<file path="src/rtl/weight_fetch_pkg.sv">
// -----------------------------------------------------------------------------
// weight_fetch_pkg
// Shared definitions for the weight fetch scheduler:
//   - state_e       : scheduler FSM states (IDLE, STREAM)
//   - DEF_*         : default parameter values for the scheduler and arbiter
// -----------------------------------------------------------------------------
package weight_fetch_pkg;

  localparam int DEF_NUM_REQ      = 4;
  localparam int DEF_MEMORY_WIDTH = 72;
  localparam int DEF_ADDRS_WIDTH  = 8;
  localparam int DEF_LEN_WIDTH    = 8;

  typedef enum logic [0:0] {
    IDLE   = 1'b0,
    STREAM = 1'b1
  } state_e;

endpackage

</file>
<file path="src/rtl/weight_fetch_sched_rr_arbiter.sv">
// -----------------------------------------------------------------------------
// rr_arbiter
// Round-robin arbiter with a one-hot grant. The grant is combinational from
// req_i and the priority pointer; the pointer moves to (grant index + 1) on
// every cycle adv_i is high.
// Ports:
//   clk_i, rst_n_i : clock, asynchronous active-low reset (pointer -> 0)
//   req_i          : request lines, one per requester
//   adv_i          : advance the pointer past the current grant
//   grant_o        : one-hot grant (all zero when nobody requests)
//   grant_idx_o    : binary index of the granted requester
// -----------------------------------------------------------------------------
module rr_arbiter
  import weight_fetch_pkg::*;
#(
  parameter int NUM_REQ = DEF_NUM_REQ,
  parameter int IDX_W   = $clog2(NUM_REQ)
) (
  input  logic               clk_i,
  input  logic               rst_n_i,
  input  logic [NUM_REQ-1:0] req_i,
  input  logic               adv_i,
  output logic [NUM_REQ-1:0] grant_o,
  output logic [IDX_W-1:0]   grant_idx_o
);

  logic [IDX_W-1:0]   ptr_r;
  logic [NUM_REQ-1:0] grant_s;
  logic [IDX_W-1:0]   grant_idx_s;
  logic               found_s;
  logic [31:0]        idx_s;

  // Pick the first requesting line at or after the pointer, wrapping around.
  always_comb begin
    grant_s     = {NUM_REQ{1'b0}};
    grant_idx_s = {IDX_W{1'b0}};
    found_s     = 1'b0;
    idx_s       = 32'd0;
    for (int i = 0; i < NUM_REQ; i++) begin
      idx_s = (32'(ptr_r) + 32'(i)) % 32'(NUM_REQ);
      if (!found_s && req_i[idx_s[IDX_W-1:0]]) begin
        grant_s[idx_s[IDX_W-1:0]] = 1'b1;
        grant_idx_s               = idx_s[IDX_W-1:0];
        found_s                   = 1'b1;
      end else begin
        found_s = found_s;
      end
    end
  end

  // Move the priority pointer to one past the requester just served.
  always_ff @(posedge clk_i or negedge rst_n_i) begin
    if (!rst_n_i) begin
      ptr_r <= {IDX_W{1'b0}};
    end else if (adv_i) begin
      if (grant_idx_s == IDX_W'(NUM_REQ - 1)) begin
        ptr_r <= {IDX_W{1'b0}};
      end else begin
        ptr_r <= grant_idx_s + IDX_W'(1);
      end
    end else begin
      ptr_r <= ptr_r;
    end
  end

  assign grant_o     = grant_s;
  assign grant_idx_o = grant_idx_s;

endmodule

</file>
<file path="src/rtl/weight_fetch_sched.sv">
// -----------------------------------------------------------------------------
// weight_fetch_sched
// Shares one combinational weight ROM between NUM_REQ burst requesters.
// A requester is granted round-robin while idle; its burst (base, len+1 beats)
// is then read one word per cycle and streamed out through a single output
// register with valid/ready handshake.
// Ports:
//   clk_i, rst_n_i        : clock, asynchronous active-low reset
//   req_valid_i/ready_o   : per-requester burst handshake (ready is one-hot)
//   req_base_i, req_len_i : packed start address / beat count minus one
//   addrs_mem_o, rd_mem_ld_o, mem_data_i : ROM port (data valid same cycle)
//   data_o, data_valid_o, data_id_o, data_last_o, data_ready_i : beat stream
//   busy_o                : burst active or beat pending
//   beat_cnt_o            : delivered-beat counter
// Optional feature: define WFS_BEAT_CNT_EN to build the 32-bit beat counter;
// otherwise beat_cnt_o is tied to zero.
// -----------------------------------------------------------------------------
module weight_fetch_sched
  import weight_fetch_pkg::*;
#(
  parameter int NUM_REQ      = DEF_NUM_REQ,
  parameter int MEMORY_WIDTH = DEF_MEMORY_WIDTH,
  parameter int ADDRS_WIDTH  = DEF_ADDRS_WIDTH,
  parameter int LEN_WIDTH    = DEF_LEN_WIDTH
) (
  input  logic                           clk_i,
  input  logic                           rst_n_i,
  input  logic [NUM_REQ-1:0]             req_valid_i,
  output logic [NUM_REQ-1:0]             req_ready_o,
  input  logic [NUM_REQ*ADDRS_WIDTH-1:0] req_base_i,
  input  logic [NUM_REQ*LEN_WIDTH-1:0]   req_len_i,
  output logic [ADDRS_WIDTH-1:0]         addrs_mem_o,
  output logic                           rd_mem_ld_o,
  input  logic [MEMORY_WIDTH-1:0]        mem_data_i,
  output logic [MEMORY_WIDTH-1:0]        data_o,
  output logic                           data_valid_o,
  output logic [$clog2(NUM_REQ)-1:0]     data_id_o,
  output logic                           data_last_o,
  input  logic                           data_ready_i,
  output logic                           busy_o,
  output logic [31:0]                    beat_cnt_o
);

  localparam int ID_W = $clog2(NUM_REQ);

  state_e                  state_r;
  logic [ADDRS_WIDTH-1:0]  addr_r;
  logic [LEN_WIDTH-1:0]    rem_r;
  logic [ID_W-1:0]         id_r;
  logic [MEMORY_WIDTH-1:0] data_r;
  logic                    data_valid_r;
  logic [ID_W-1:0]         data_id_r;
  logic                    data_last_r;

  logic [NUM_REQ-1:0]      grant_s;
  logic [ID_W-1:0]         grant_idx_s;
  logic [NUM_REQ-1:0]      ready_s;
  logic                    accept_s;
  logic                    issue_s;
  logic [ADDRS_WIDTH-1:0]  sel_base_s;
  logic [LEN_WIDTH-1:0]    sel_len_s;
  logic [ADDRS_WIDTH-1:0]  addrs_s;

  rr_arbiter #(
    .NUM_REQ (NUM_REQ),
    .IDX_W   (ID_W)
  ) u_arb (
    .clk_i       (clk_i),
    .rst_n_i     (rst_n_i),
    .req_i       (req_valid_i),
    .adv_i       (accept_s),
    .grant_o     (grant_s),
    .grant_idx_o (grant_idx_s)
  );

  // Grants are only offered while idle; a read is only issued when the output
  // register is free this cycle, so a stalled beat is never overwritten.
  always_comb begin
    if (state_r == IDLE) begin
      ready_s = grant_s;
    end else begin
      ready_s = {NUM_REQ{1'b0}};
    end
    accept_s   = |(req_valid_i & ready_s);
    issue_s    = (state_r == STREAM) && (!data_valid_r || data_ready_i);
    sel_base_s = req_base_i[int'(grant_idx_s)*ADDRS_WIDTH +: ADDRS_WIDTH];
    sel_len_s  = req_len_i[int'(grant_idx_s)*LEN_WIDTH +: LEN_WIDTH];
    if (issue_s) begin
      addrs_s = addr_r;
    end else begin
      addrs_s = {ADDRS_WIDTH{1'b0}};
    end
  end

  // Burst FSM: latch the granted request, then walk the address range.
  always_ff @(posedge clk_i or negedge rst_n_i) begin
    if (!rst_n_i) begin
      state_r <= IDLE;
      addr_r  <= {ADDRS_WIDTH{1'b0}};
      rem_r   <= {LEN_WIDTH{1'b0}};
      id_r    <= {ID_W{1'b0}};
    end else begin
      case (state_r)
        IDLE: begin
          if (accept_s) begin
            addr_r  <= sel_base_s;
            rem_r   <= sel_len_s;
            id_r    <= grant_idx_s;
            state_r <= STREAM;
          end else begin
            state_r <= IDLE;
          end
        end
        STREAM: begin
          if (issue_s) begin
            // Address naturally wraps modulo 2^ADDRS_WIDTH.
            addr_r <= addr_r + ADDRS_WIDTH'(1);
            rem_r  <= rem_r - LEN_WIDTH'(1);
            if (rem_r == {LEN_WIDTH{1'b0}}) begin
              state_r <= IDLE;
            end else begin
              state_r <= STREAM;
            end
          end else begin
            state_r <= STREAM;
          end
        end
        default: begin
          state_r <= IDLE;
        end
      endcase
    end
  end

  // Output beat register: load on each read, empty when drained without refill.
  always_ff @(posedge clk_i or negedge rst_n_i) begin
    if (!rst_n_i) begin
      data_r       <= {MEMORY_WIDTH{1'b0}};
      data_valid_r <= 1'b0;
      data_id_r    <= {ID_W{1'b0}};
      data_last_r  <= 1'b0;
    end else if (issue_s) begin
      data_r       <= mem_data_i;
      data_valid_r <= 1'b1;
      data_id_r    <= id_r;
      data_last_r  <= (rem_r == {LEN_WIDTH{1'b0}});
    end else if (data_ready_i) begin
      data_valid_r <= 1'b0;
    end else begin
      data_valid_r <= data_valid_r;
    end
  end

`ifdef WFS_BEAT_CNT_EN
  logic [31:0] beat_cnt_r;

  // Count every delivered beat; wraps at 2^32.
  always_ff @(posedge clk_i or negedge rst_n_i) begin
    if (!rst_n_i) begin
      beat_cnt_r <= 32'd0;
    end else if (data_valid_r && data_ready_i) begin
      beat_cnt_r <= beat_cnt_r + 32'd1;
    end else begin
      beat_cnt_r <= beat_cnt_r;
    end
  end

  assign beat_cnt_o = beat_cnt_r;
`else
  assign beat_cnt_o = 32'd0;
`endif

  assign req_ready_o  = ready_s;
  assign rd_mem_ld_o  = issue_s;
  assign addrs_mem_o  = addrs_s;
  assign data_o       = data_r;
  assign data_valid_o = data_valid_r;
  assign data_id_o    = data_id_r;
  assign data_last_o  = data_last_r;
  assign busy_o       = (state_r == STREAM) || data_valid_r;

endmodule

</file>
<file path="config.mk">
export PLATFORM = sky130hd
export DESIGN_NAME = weight_fetch_sched
export DESIGN_NICKNAME = d
export VERILOG_FILES = /design/src/rtl/weight_fetch_pkg.sv /design/src/rtl/weight_fetch_sched_rr_arbiter.sv /design/src/rtl/weight_fetch_sched.sv
export SDC_FILE = /design/constraint.sdc
export NUM_CORES = 1
export LEC_CHECK = 0
export ABC_AREA = 1
export CORE_UTILIZATION = 45
export DETAILED_ROUTE_END_ITERATION = 8
export GPL_TIMING_DRIVEN = 0
export HOLD_SLACK_MARGIN = 0.15
export PLACE_DENSITY = 0.92
export SETUP_SLACK_MARGIN = 0.02
export SYNTH_ARGS = -nofsm -noshare
export SYNTH_HDL_FRONTEND = slang
export SYNTH_SLANG_ARGS = --single-unit
</file>
<file path="constraint.sdc">
create_clock -name clk_i -period 6.6 [get_ports clk_i]
set_input_delay 0.66 -clock clk_i [delete_from_list [all_inputs] [get_ports clk_i]]
set_output_delay 0.66 -clock clk_i [all_outputs]
set_load 0.02 [all_outputs]
</file>
==> results.md, run 1 <==
- The run finished with clean final reports.
- The portion of the post-synthesis area used by sequential elements is between 40% and 50%.
- After technology mapping, the gate count stands at 784.
- The final setup TNS is 0 ns.
- The effective utilization at floorplan is 46.5%.
- The delay of the slowest critical-path stage is between 0.5 and 0.6 ns.
- The count of final max-slew check failures is 0.
- The tool flagged a number of max-cap violations equal to 0.
- Counting I/O delays and the setup requirement, the final critical path takes 3.72 ns.
- The combinational group share of total power is just over 60%.
- The width of the die is 114 µm.
- The final setup violation count is 0.
- The worst slew slack as a fraction of its limit is 57.4%.
- The initial antenna violation count was 0.
- At the pin with the least slew margin, the transition time is 0.639 ns.
- The internal power of the cells totals around 2.2 mW.
- The die outline area is 13000 µm².
- The share of power burned in registers is 25.3%.
- On the final layout, the worst hold slack is 0.341 ns.
- The floorplan has 40 rows.
- In this run, post-CTS repair resized a total of 0 instances.
- The count of state elements after synthesis is between 90 and 100.
- CTS saw 97 sinks.
- The synthesized netlist contains 32 unique library cells.
- The clock slew at the register clock pins of the worst setup and hold paths is 0.07 ns.
- The share of the clock period used by the worst path after layout is 56.3%.
- The number of nets at the end of the flow is 1213.
- 0 antenna diodes ended up in the layout.
- The cts-stage hold buffer count is 0.
- The total number of vias is 5791.
- At the end of routability-driven placement, the weighted congestion stood at 0.917.
- Clock tree synthesis selected as its root buffer the cell sky130_fd_sc_hd__clkbuf_16.
- The worst setup path is captured at a primary output.
- Wires add up to 16400 µm.
- The number of H-tree levels is 3.
- The startpoint-to-endpoint class of the critical path is primary input to primary output.
- The type of element launching the critical path is a primary input.
- The post-layout instance area is between 8000 and 9000 µm².
- In this run the power spent charging and discharging nets is 1.89 mW.
- The number of hold violations in the final report is 0.
- Yosys printed 0 warnings.
- The power density relative to cell area is roughly 470 nW/µm².
- The iteration-0 DRC count of the detailed router is 312.
- The number of setup buffers added after CTS is 0.
- The TritonCTS clock tree is built.
- The clock network accounts for a little over an eighth of the total power.
- The detailed-route vias per instance is approximately 4.7.
- The switching part of the total power is 46.3%.
- Static timing analysis puts the maximum clock frequency at 269 MHz.
- The maximum root-to-sink buffer count is 2.
- The wire length per cell is 13.3 µm.
- The library cell with the largest summed area after synthesis is sky130_fd_sc_hd__dfrtp_1.
- The area fraction of the dominant cell type after synthesis is 43.1%.
- Detailed placement finished with a half-perimeter wire length of 12900 µm.
- The number of DRC violations after detailed routing is 0.
- The path depth of the worst reg2reg path is 18.
- The core area is 12100 µm².
- The overflow left after global routing is 0.
- Buffers placed on the I/O ports in this run total 232.
- Walking the worst path, the cells encountered are clkdlybuf4s50_1 -> inv_1 -> nand2_1 -> nand2_1 -> clkbuf_1 -> clkbuf_1 -> nor2_1 -> clkdlybuf4s50_1.
- The maximum vdd drop is 0.000255 V.
- The largest fanout on the critical path is 10.
- At the later pin of the worst-skew pair, clock insertion delay measures 0.33 ns.
- The per-instance average area after synthesis is 7.18 µm².
- The number of global-route vias before repair is 5680.
- The setup check on the worst reg-to-reg path leaves a slack of 3.84 ns.
- In this run the static leakage power is 4.42 nW.
- In this run the critical register-to-register path is captured at addr_r[1].
- The number of nets with antenna violations after detailed routing is 0.
- The classification of the worst-slack hold path is primary input to asynchronous set/reset pin.
- Global routing used 25.8% of the available tracks.
- The netlist area before placement is roughly 5600 µm².
- By area the synthesized netlist is led by sky130_fd_sc_hd__dfrtp_1 (43%), sky130_fd_sc_hd__nand2_1 (25%), sky130_fd_sc_hd__nand3_1 (11%).
- The die boundary height is 114 µm.
- The required time of the worst setup path is just under 6 ns.
- The cell type of the slowest stage on the worst timing path is sky130_fd_sc_hd__clkdlybuf4s50_1.
- Entering global routing, the biggest net connects 51 pins.
- STA puts the critical path data arrival time at ~3 ns.
- 265 I/O pins were placed.
- The area growth from synthesis to layout is 52.9%.
- Setup repair after global routing left no endpoint under its margin.
- The first detailed-routing pass ran for 4 iterations.
- The setup skew after layout is 0.00862 ns.
- The share of cells above drive strength 1 is 8.36%.
- The startpoint identified for the worst register-to-register timing path is u_arb.ptr_r[1].
- The area after detailed placement is 8310 µm².
- The number of clock buffers added by TritonCTS is 9.
- The first global-routing pass estimated 26400 µm of wire.
-- state kept, by name, summed over array words and instances, names as in the netlist --
register,count
addr_r,8
data_id_o,2
data_last_o,1
data_o,72
data_valid_o,1
id_r,2
rem_r,8
state_r,1
u_arb.ptr_r,2
-- routing by layer --
metal | share of wire, % | vias up | track usage, %
met1 | 40 | 2599 | 29.8
met3 | 7.9 | 44 | 6.11
met5 | 0 | - | 0
met2 | 48 | 228 | 44.6
li1 | - | 2920 | -
met4 | 3.7 | 0 | 13.1
-- kinds of logic after synthesis --
logic type | count (synthesis) | share of synthesized area [%]
simple gates | 530 | 40.1
buf+inv | 119 | 11.3
xor+xnor | 7 | 1.09
compound gates | 19 | 1.98
flops | 97 | 43.1
other cells | 1 | 0.0666
fa+ha+maj | 11 | 2.44
-- synthesized netlist by cell type (all sizes together) --
library cell / number
clkbuf: 20
nor2: 21
conb: 1
or2: 2
dfrtp: 97
a21boi: 4
nand3: 122
inv: 49
buf: 50
nor3: 3
nand2: 381
ha: 11
xnor2: 3
xor2: 4
nor4: 1
a21oi: 4
o21ai: 10
a21o: 1
-- cells in the final DEF, fill, tap and decap left out, drive strengths merged --
| master | instances |
|---|---|
| a21oi | 4 |
| or2 | 2 |
| xor2 | 4 |
| a21o | 1 |
| nand3 | 122 |
| ha | 11 |
| o21ai | 10 |
| xnor2 | 3 |
| dfrtp | 97 |
| a21boi | 4 |
| buf | 52 |
| nand2 | 381 |
| clkbuf | 31 |
| nor3 | 3 |
| inv | 51 |
| clkdlybuf4s50 | 231 |
| nor4 | 1 |
| nor2 | 21 |
| clkinvlp | 1 |
| clkinv | 1 |
| bufinv | 1 |
| conb | 32 |
-- power by group through the flow --
| stage | clock network [mW] | registers, mW | logic [mW] |
|---|---|---|---|
| after detailed placement | 0 | 1.03 | 2.52 |
| after global placement | 0 | 1.03 | 2.47 |
| final | 0.532 | 1.04 | 2.52 |
| after global routing | 0.567 | 1.07 | 2.78 |
| after CTS | 0.543 | 1.03 | 2.53 |
| after floorplan | 0 | 1.26 | 1.35 |
-- worst max-delay path: cells and delay by family --
kind                   cells  cell delay [ns]
buffers and inverters      5             2.09
AND/OR/NAND/NOR            3             0.31
-- how the worst max path moves through the flow --
stage | from | end | slack, ns
after CTS | data_ready_i | addrs_mem_o[0] | 2.88
after floorplan | u_arb.ptr_r[1] | req_ready_o[0] | 4.18
after detailed placement | data_ready_i | addrs_mem_o[0] | 2.88
final | data_ready_i | addrs_mem_o[4] | 2.88
after global placement | rst_n_i | rem_r[2] | 1.22
after global routing | data_ready_i | addrs_mem_o[7] | 2.71
-- per-stage QoR --
step | cells | power (mW) | utilization, % | setup WS [ns]
after floorplan | 815 | 2.61 | - | 4.18
after global placement | 1215 | 3.50 | 68.4 | 1.22
after detailed placement | 1216 | 3.56 | 68.6 | 2.88
after CTS | 1232 | 4.10 | 71.1 | 2.88
after global routing | 1232 | 4.41 | 71.1 | 2.71
final | 1232 | 4.09 | 71.1 | 2.88
-- cell type report --
class / count / area [µm²]
flip-flops and latches: 97 / 2430
plain buffers: 70 / 448
clock inverters: 5 / 62.6
well taps: 168 / 210
inverters: 49 / 186
clock buffers: 11 / 243
multi-input cells: 599 / 2690
repair buffers: 233 / 2350
fillers: 990 / 3500
Note: power is estimated with default switching activity, not from simulation.
==> run 2, diff against run 1 <==
--- a/config.mk
+++ b/config.mk
@@ -6,11 +6,11 @@
 export NUM_CORES = 1
 export LEC_CHECK = 0
 export ABC_AREA = 1
-export CORE_UTILIZATION = 45
+export CORE_UTILIZATION = 38
 export DETAILED_ROUTE_END_ITERATION = 8
 export GPL_TIMING_DRIVEN = 0
 export HOLD_SLACK_MARGIN = 0.15
-export PLACE_DENSITY = 0.92
+export PLACE_DENSITY = 0.83
 export SETUP_SLACK_MARGIN = 0.02
 export SYNTH_ARGS = -nofsm -noshare
 export SYNTH_HDL_FRONTEND = slang
==> constraint.sdc (replaced) <==
create_clock -name clk_i -period 3.1 [get_ports clk_i]
set_input_delay 0.31 -clock clk_i [delete_from_list [all_inputs] [get_ports clk_i]]
set_output_delay 0.31 -clock clk_i [all_outputs]
set_load 0.02 [all_outputs]
==> results.md, run 2 (synthesis gave the netlist of run 1 again) <==
- STA classifies the critical path startpoint as a register.
- The largest individual stage delay along the critical path comes from the cell sky130_fd_sc_hd__dfrtp_1.
- The worst slew slack as a fraction of its limit is 52.7%.
- The library cell used as clock root buffer is sky130_fd_sc_hd__clkbuf_16.
- The post-layout minimum cycle time is 2.89 ns.
- Of the cells placed in the final design, the portion with a size suffix greater than 1 is 8.45%.
- The flip-flop count of the largest register, all copies and words added is 72.
- The detailed-route vias per instance is between 4 and 5.
- Timing analysis after detailed placement gives a worst setup slack of 0.229 ns.
- The most common cell after layout, fill and taps aside is sky130_fd_sc_hd__nand2_1.
- In this run, the number of DRC markers left after iteration 0 of detailed routing was approximately 220.
- The net switching component of the power is just over 4 mW.
- The final routed wirelength across all metal layers is about 17000 µm.
- The TritonCTS sink count is 97.
- The repair_antennas step left the layout with diodes totalling 0.
- The delay of the slowest critical-path stage is about 0.44 ns.
- The share of the clock period used by the worst path after layout is 93.2%.
- In the layout the commonest cells are sky130_fd_sc_hd__nand2_1 (371), sky130_fd_sc_hd__clkdlybuf4s50_1 (227), sky130_fd_sc_hd__nand3_1 (120).
- Timing would allow up to 346 MHz.
- Across all layers, the routed design uses 5819 vias.
- The run finished with clean final reports.
- The number of buffers inserted during clock tree synthesis is 9.
- The overflow left after global routing is 0.
- After floorplanning, the core was sized to cover 14500 µm².
- The number of hold violations in the final report is 0.
- The number of placement rows is 44.
- For this configuration, the core starts out at a cell density of 38.9%.
- The analysis attributes to cell leakage a power of between 4 and 5 nW.
- Setup repair after global routing left no endpoint under its margin.
- The number of buffers inserted by port buffering is 232.
- The internal power summed over all cells is around 4.6 mW.
- The required time of the worst setup path is 2.79 ns.
- In this run the vertical extent of the chip is around 120 µm.
- The startpoint-to-endpoint class of the critical path is register to primary output.
- The setup skew after layout is around 0.0084 ns.
- In the routed design, unresolved DRC markers number 0.
- The critical path's most frequent cell is sky130_fd_sc_hd__nand2_1.
- The setup slack of the critical path after layout is ~0.21 ns.
- The maximum root-to-sink buffer count is 2.
- The first global-routing pass estimated 25600 µm of wire.
- The number of H-tree levels is 3.
- The placer congestion estimate is 0.871.
- The switching part of the total power is 46.8%.
- At the end of the flow, the number of nets in the layout was between 1k and 1.5k.
- The clock slew at the register clock pins of the worst setup and hold paths is 0.07 ns.
- The total placed cells including tap cells is 1232.
- Once detailed placement completed, the half-perimeter wirelength came to 12800 µm.
- Traced cell by cell, the critical path runs through buf_6 -> inv_4 -> ha_1 -> inv_1 -> nand2_1 -> nand2_2 -> nand2_1 -> nor2_4 -> nand2_1 -> nand3_1 -> nand2_1 -> inv_1 -> dlygate4sd2_1.
- The count of final max-slew check failures is 0.
- The number of nets with antenna violations after detailed routing is 0.
- The kind of capture point of the worst setup path is a primary output.
- The TritonCTS clock tree is built.
- The end-of-flow core utilization is 59.5%.
- Setup violations remaining at the end of the flow were counted as 0.
- The number of primary I/O pins is about 270.
- For the worst-skew pair, the clock arrives at the later sink with an insertion delay of 0.34 ns.
- For this run, the detailed router's first-pass iteration total came to 5.
- From synthesis to final layout, the design area changed by 52.9%.
- The number of setup buffers added after CTS is 0.
- The number of global-route vias before repair is between 5k and 6k.
- The initial antenna violation count came to 0.
- The total track usage is 21.5%.
- The wire length per cell is ~13 µm.
- The final non-filler cell total is around 1.2k.
- The tool flagged a number of max-cap violations equal to 0.
- Dividing total power by cell area gives a power density of 1000 nW/µm².
- The clock network burns 12.3% of the power.
- The arrival time at the worst endpoint is 2.58 ns.
- The largest fanout on the critical path is 10.
- The worst-margin pin slew is roughly 0.71 ns.
- The combinational group share of total power is 62.1%.
- Entering global routing, the biggest net connects 56 pins.
- The worst-case IR drop observed on VDD is between 0.0004 and 0.0005 V.
- Measured along the x axis, the die boundary spans 124 µm.
- The share of power burned in registers is 25.6%.
- The die outline area is approximately 15000 µm².
- The worst hold path belongs to the class register to register.
-- run 2: final timing paths --
path	from	endpoint	slack, ns	cells past startpoint
min in group asynchronous	rst_n_i	data_o[27]	0.56	2
min	data_o[54]	data_o[54]	0.48	2
max in group asynchronous	rst_n_i	rem_r[4]	1.86	3
max reg2reg	u_arb.ptr_r[0]	addr_r[1]	0.48	19
min reg2reg	data_o[54]	data_o[54]	0.48	2
max	u_arb.ptr_r[0]	req_ready_o[0]	0.21	13
-- run 2: what timing repair did --
action,in CTS,in global routing
hold buffers,1,0
endpoints found under the setup margin,4,0
hold endpoints to repair,54,0
resized for setup,6,0
-- run 2: stage by stage --
stage,power [mW],area [µm²],setup TNS (ns),hold WS (ns)
6_report,8.61,8610,0,0.480
5_1_grt,9.34,8610,0,0.490
4_1_cts,8.66,8610,0,0.481
3_5_place_dp,7.55,8320,0,0.403
3_3_place_gp,7.47,8300,-186.01,0.457
2_1_floorplan,5.57,5750,0,0.0144
-- run 2: power groups by stage --
stage               registers (mW)  logic [mW]  clock network, mW
floorplan                     2.69        2.88                  0
CTS                           2.20        5.38               1.08
detailed placement            2.20        5.35                  0
global placement              2.20        5.28                  0
finish                        2.20        5.34               1.06
global route                  2.27        5.92               1.14
-- run 2: routing by layer --
metal	share of wire (%)	vias up	GRT usage [%]	wire, µm
li1	-	2920	-	-
met1	39	2631	24.8	6500
met2	48	232	36.9	7980
met3	9.7	36	6.55	1610
met4	2.5	0	8.89	412
met5	0	-	0	0
-- run 2: final cells by class --
cell class	instances	area, µm²
well taps	184	230
flip-flops and latches	97	2430
repair buffers	234	2340
multi-input cells	599	2690
fillers	1311	5870
clock inverters	5	37.5
inverters	49	186
clock buffers	11	243
plain buffers	70	448
-- run 2: worst max-delay path, delay by kind of cell (launching register included) --
family	cells	cell delay (ns)
flops	1	0.44
simple gates	7	0.69
fa+ha+maj	1	0.37
buf+inv	5	0.74
==> run 3, diff against run 2 <==
==> constraint.sdc (replaced) <==
create_clock -name clk_i -period 3.1 [get_ports clk_i]
set_input_delay 0.62 -clock clk_i [delete_from_list [all_inputs] [get_ports clk_i]]
set_output_delay 0.62 -clock clk_i [all_outputs]
set_load 0.02 [all_outputs]
==> results.md, run 3 (synthesis gave the netlist of run 1 again) <==
- The buffer and inverter count on the worst path is 4.
- The critical path crosses 7 cells after its start point.
- Relative to the synthesized area, the layout overhead comes to 53.4%.
- The die boundary height is 124 µm.
- For the pin with the worst max-slew slack, the measured transition is 0.709 ns.
- The largest fanout on the critical path is 19.
- Data arrives at the worst endpoint at 2.32 ns.
- The setup slack of the critical path after layout is 0.159 ns.
- Summed over all cells, the static leakage comes to about 4.4 nW.
- The maximum root-to-sink buffer count is 2.
- The number of primary I/O pins is 265.
- The number of buffers inserted during clock tree synthesis is 9.
- Counting the fill cells in the layout gives 1306.
- The iteration-0 DRC count of the detailed router is 214.
- In this run the standard cell core region covers 14500 µm².
- Clock tree synthesis found a total of 97 sinks.
- The maximum operating frequency is approximately 340 MHz.
- The H-tree was split into 3 levels.
- The library cell used as clock root buffer is sky130_fd_sc_hd__clkbuf_16.
- The area of combinational cells with multiple inputs is roughly 2700 µm².
- After floorplanning, the core was divided into 44 placement rows.
- The wire length on met1 is approximately 6500 µm.
- The critical path starts at data_ready_i.
- The uppermost signal routing layer after detailed routing is met4.
- The antenna diode count is 0.
- The number of hold violations in the final report is 0.
- The classification of the worst-slack hold path is primary input to asynchronous set/reset pin.
- For this run the aggregate overflow at the end of global routing stands at 0.
- Setup repair after global routing left no endpoint under its margin.
- Setup slack on the worst reg-to-reg path comes out at 0.63 ns.
- The final layout contains 1215 nets.
- The wire length on met2 is between 8000 and 9000 µm.
- For this run, design rule violations remaining after detail routing come to 0.
- The largest net degree at the start of global routing is 56.
- The startpoint identified for the worst register-to-register timing path is u_arb.ptr_r[0].
- The number of nets with antenna violations after detailed routing is 0.
- The number of global-route vias before repair is 5429.
- Dividing the detail-routed wire length by the instance count gives 13.2 µm.
- For this run, the share of the core covered by cells in the final layout is 59.7%.
- The placer congestion estimate is slightly below 0.9.
- Summed over all layers, the routed wires come to 16500 µm.
- The delay of the slowest critical-path stage is 0.63 ns.
- The initial antenna violation count is 0.
- The run finished with clean final reports.
- For the worst flop-to-flop path, the logic depth is 16.
- The type of element launching the critical path is a primary input.
- The most common cell after layout, fill and taps aside is sky130_fd_sc_hd__nand2_1.
- The setup slack at placement is -0.389 ns.
- The cell type of the slowest stage on the worst timing path is sky130_fd_sc_hd__clkdlybuf4s50_1.
- The endpoint of the most critical setup path is addrs_mem_o[1].
- The flip-flop count of the largest register, all copies and words added is 72.
- The share of the clock period used by the worst path after layout is 94.9%.
- The tool flagged a number of max-cap violations equal to 0.
- In this run the tightest slew margin relative to its limit is 52.8%.
- VDD sags by at most 0.000502 V.
- The floorplan step defined a die boundary enclosing 15300 µm².
- Across all layers, the routed design uses 5806 vias.
- The critical path in this run is classified as primary input to primary output.
- The count of final max-slew check failures was 0.
- Dividing total power by cell area gives a power density of 1010 nW/µm².
- The detailed-route vias per instance is 4.64.
- The width of the die is around 120 µm.
- The post-layout minimum cycle time is 2.94 ns.
- Walking the worst path, the cells encountered are clkdlybuf4s50_1 -> inv_1 -> nand2_1 -> nand2_1 -> clkbuf_4 -> nor2_1 -> clkdlybuf4s50_1.
- In this design, the largest share of critical-path delay is due to buffers and inverters.
- The initial utilization of the core area, before any placement, comes to 38.9%.
- The kind of capture point of the worst setup path is a primary output.
- The later-pin clock latency in the skew report is between 0.3 and 0.4 ns.
- Clock skew on the completed layout was measured at 0.00891 ns.
- The total track usage is 21.5%.
- The library cells used most frequently in the layout, excluding fill and tap cells, are sky130_fd_sc_hd__nand2_1 (371), sky130_fd_sc_hd__clkdlybuf4s50_1 (227), sky130_fd_sc_hd__nand3_1 (120).
- The first global-routing pass estimated 25600 µm of wire.
- The sequential cell area in the final layout is 2430 µm².
- Setup violations remaining at the end of the flow were counted as 0.
- Before antenna repair, the detailed router went through 5 iterations.
- TritonCTS built the clock tree.
- Detailed placement ended at an HPWL of ~13000 µm.
- The share of cells above drive strength 1 is a little under a tenth.
- The clock slew at the register clock pins of the worst setup and hold paths is about 0.07 ns.
- The end of the worst register-to-register path is addr_r[6].
- Detailed routing placed a total of 1570 µm of wire on met3.
- STA puts the critical path data required time at 2.48 ns.
- The count of buffers added on input and output ports is 232.
-- run 3: cell types whose count changed in the layout (fill, tap and decap cells not counted), sizes merged --
| cell | before | now |
|---|---|---|
| dlygate4sd2 | 4 | 0 |
| buf | 52 | 56 |
| dlygate4sd3 | 1 | 0 |
| clkdlybuf4s15 | 0 | 2 |
-- run 3: metrics by stage --
stage                     hold WS (ns)  area (µm²)  total power [mW]  setup TNS (ns)  cells
after floorplan                  0.324        5750              5.57               0    815
final                            0.323        8640              8.69               0   1250
after CTS                        0.341        8620              8.68               0   1248
after detailed placement         0.464        8320              7.55           -3.75   1232
after global routing             0.380        8640              9.41               0   1250
after global placement           0.457        8300              7.47         -219.63   1231
-- run 3: power breakdown --
part           internal [mW]  switching (mW)
Combinational           2.25            3.20
Sequential              1.82           0.364
Clock                  0.572           0.490
Total                   4.64            4.05
-- run 3: per-layer routing --
metal,global-route usage (%),up-vias
li1,-,2918
met1,24.8,2633
met2,37.1,222
met3,6.55,33
met4,8.89,0
met5,0,-
-- run 3: cell type report --
| class | count | area share (%) |
|---|---|---|
| plain buffers | 68 | 5.14 |
| clock buffers | 11 | 2.81 |
| clock inverters | 5 | 0.434 |
| inverters | 49 | 2.19 |
| multi-input cells | 599 | 31.3 |
| flip-flops and latches | 97 | 28.1 |
| well taps | 184 | 2.66 |
| repair buffers | 237 | 27.3 |
-- run 3: how the worst min path moves through the flow --
| stage | to | slack, ns | depth (start not counted) |
|---|---|---|---|
| floorplan | addr_r[0] | 0.32 | 0 |
| global placement | data_id_o[0] | 0.46 | 2 |
| detailed placement | data_o[70] | 0.46 | 2 |
| CTS | data_o[18] | 0.34 | 1 |
| global route | data_o[18] | 0.38 | 1 |
| finish | data_o[27] | 0.32 | 1 |
-- run 3: timing repair --
item	in CTS	in global routing
hold buffers	0	0
buffers inserted	2	2
pin swaps	0	2
setup endpoints to repair	13	4
gates resized for setup	12	9
-- run 3: worst register-to-register path: cells and delay by family (launching register included) --
kind | cells | cell delay, ns
AND/OR/NAND/NOR | 9 | 0.71
buffers and inverters | 5 | 0.63
AO/OA/AOI/OAI | 1 | 0.38
flip-flops | 1 | 0.36
adder cells (fa/ha/maj) | 1 | 0.30
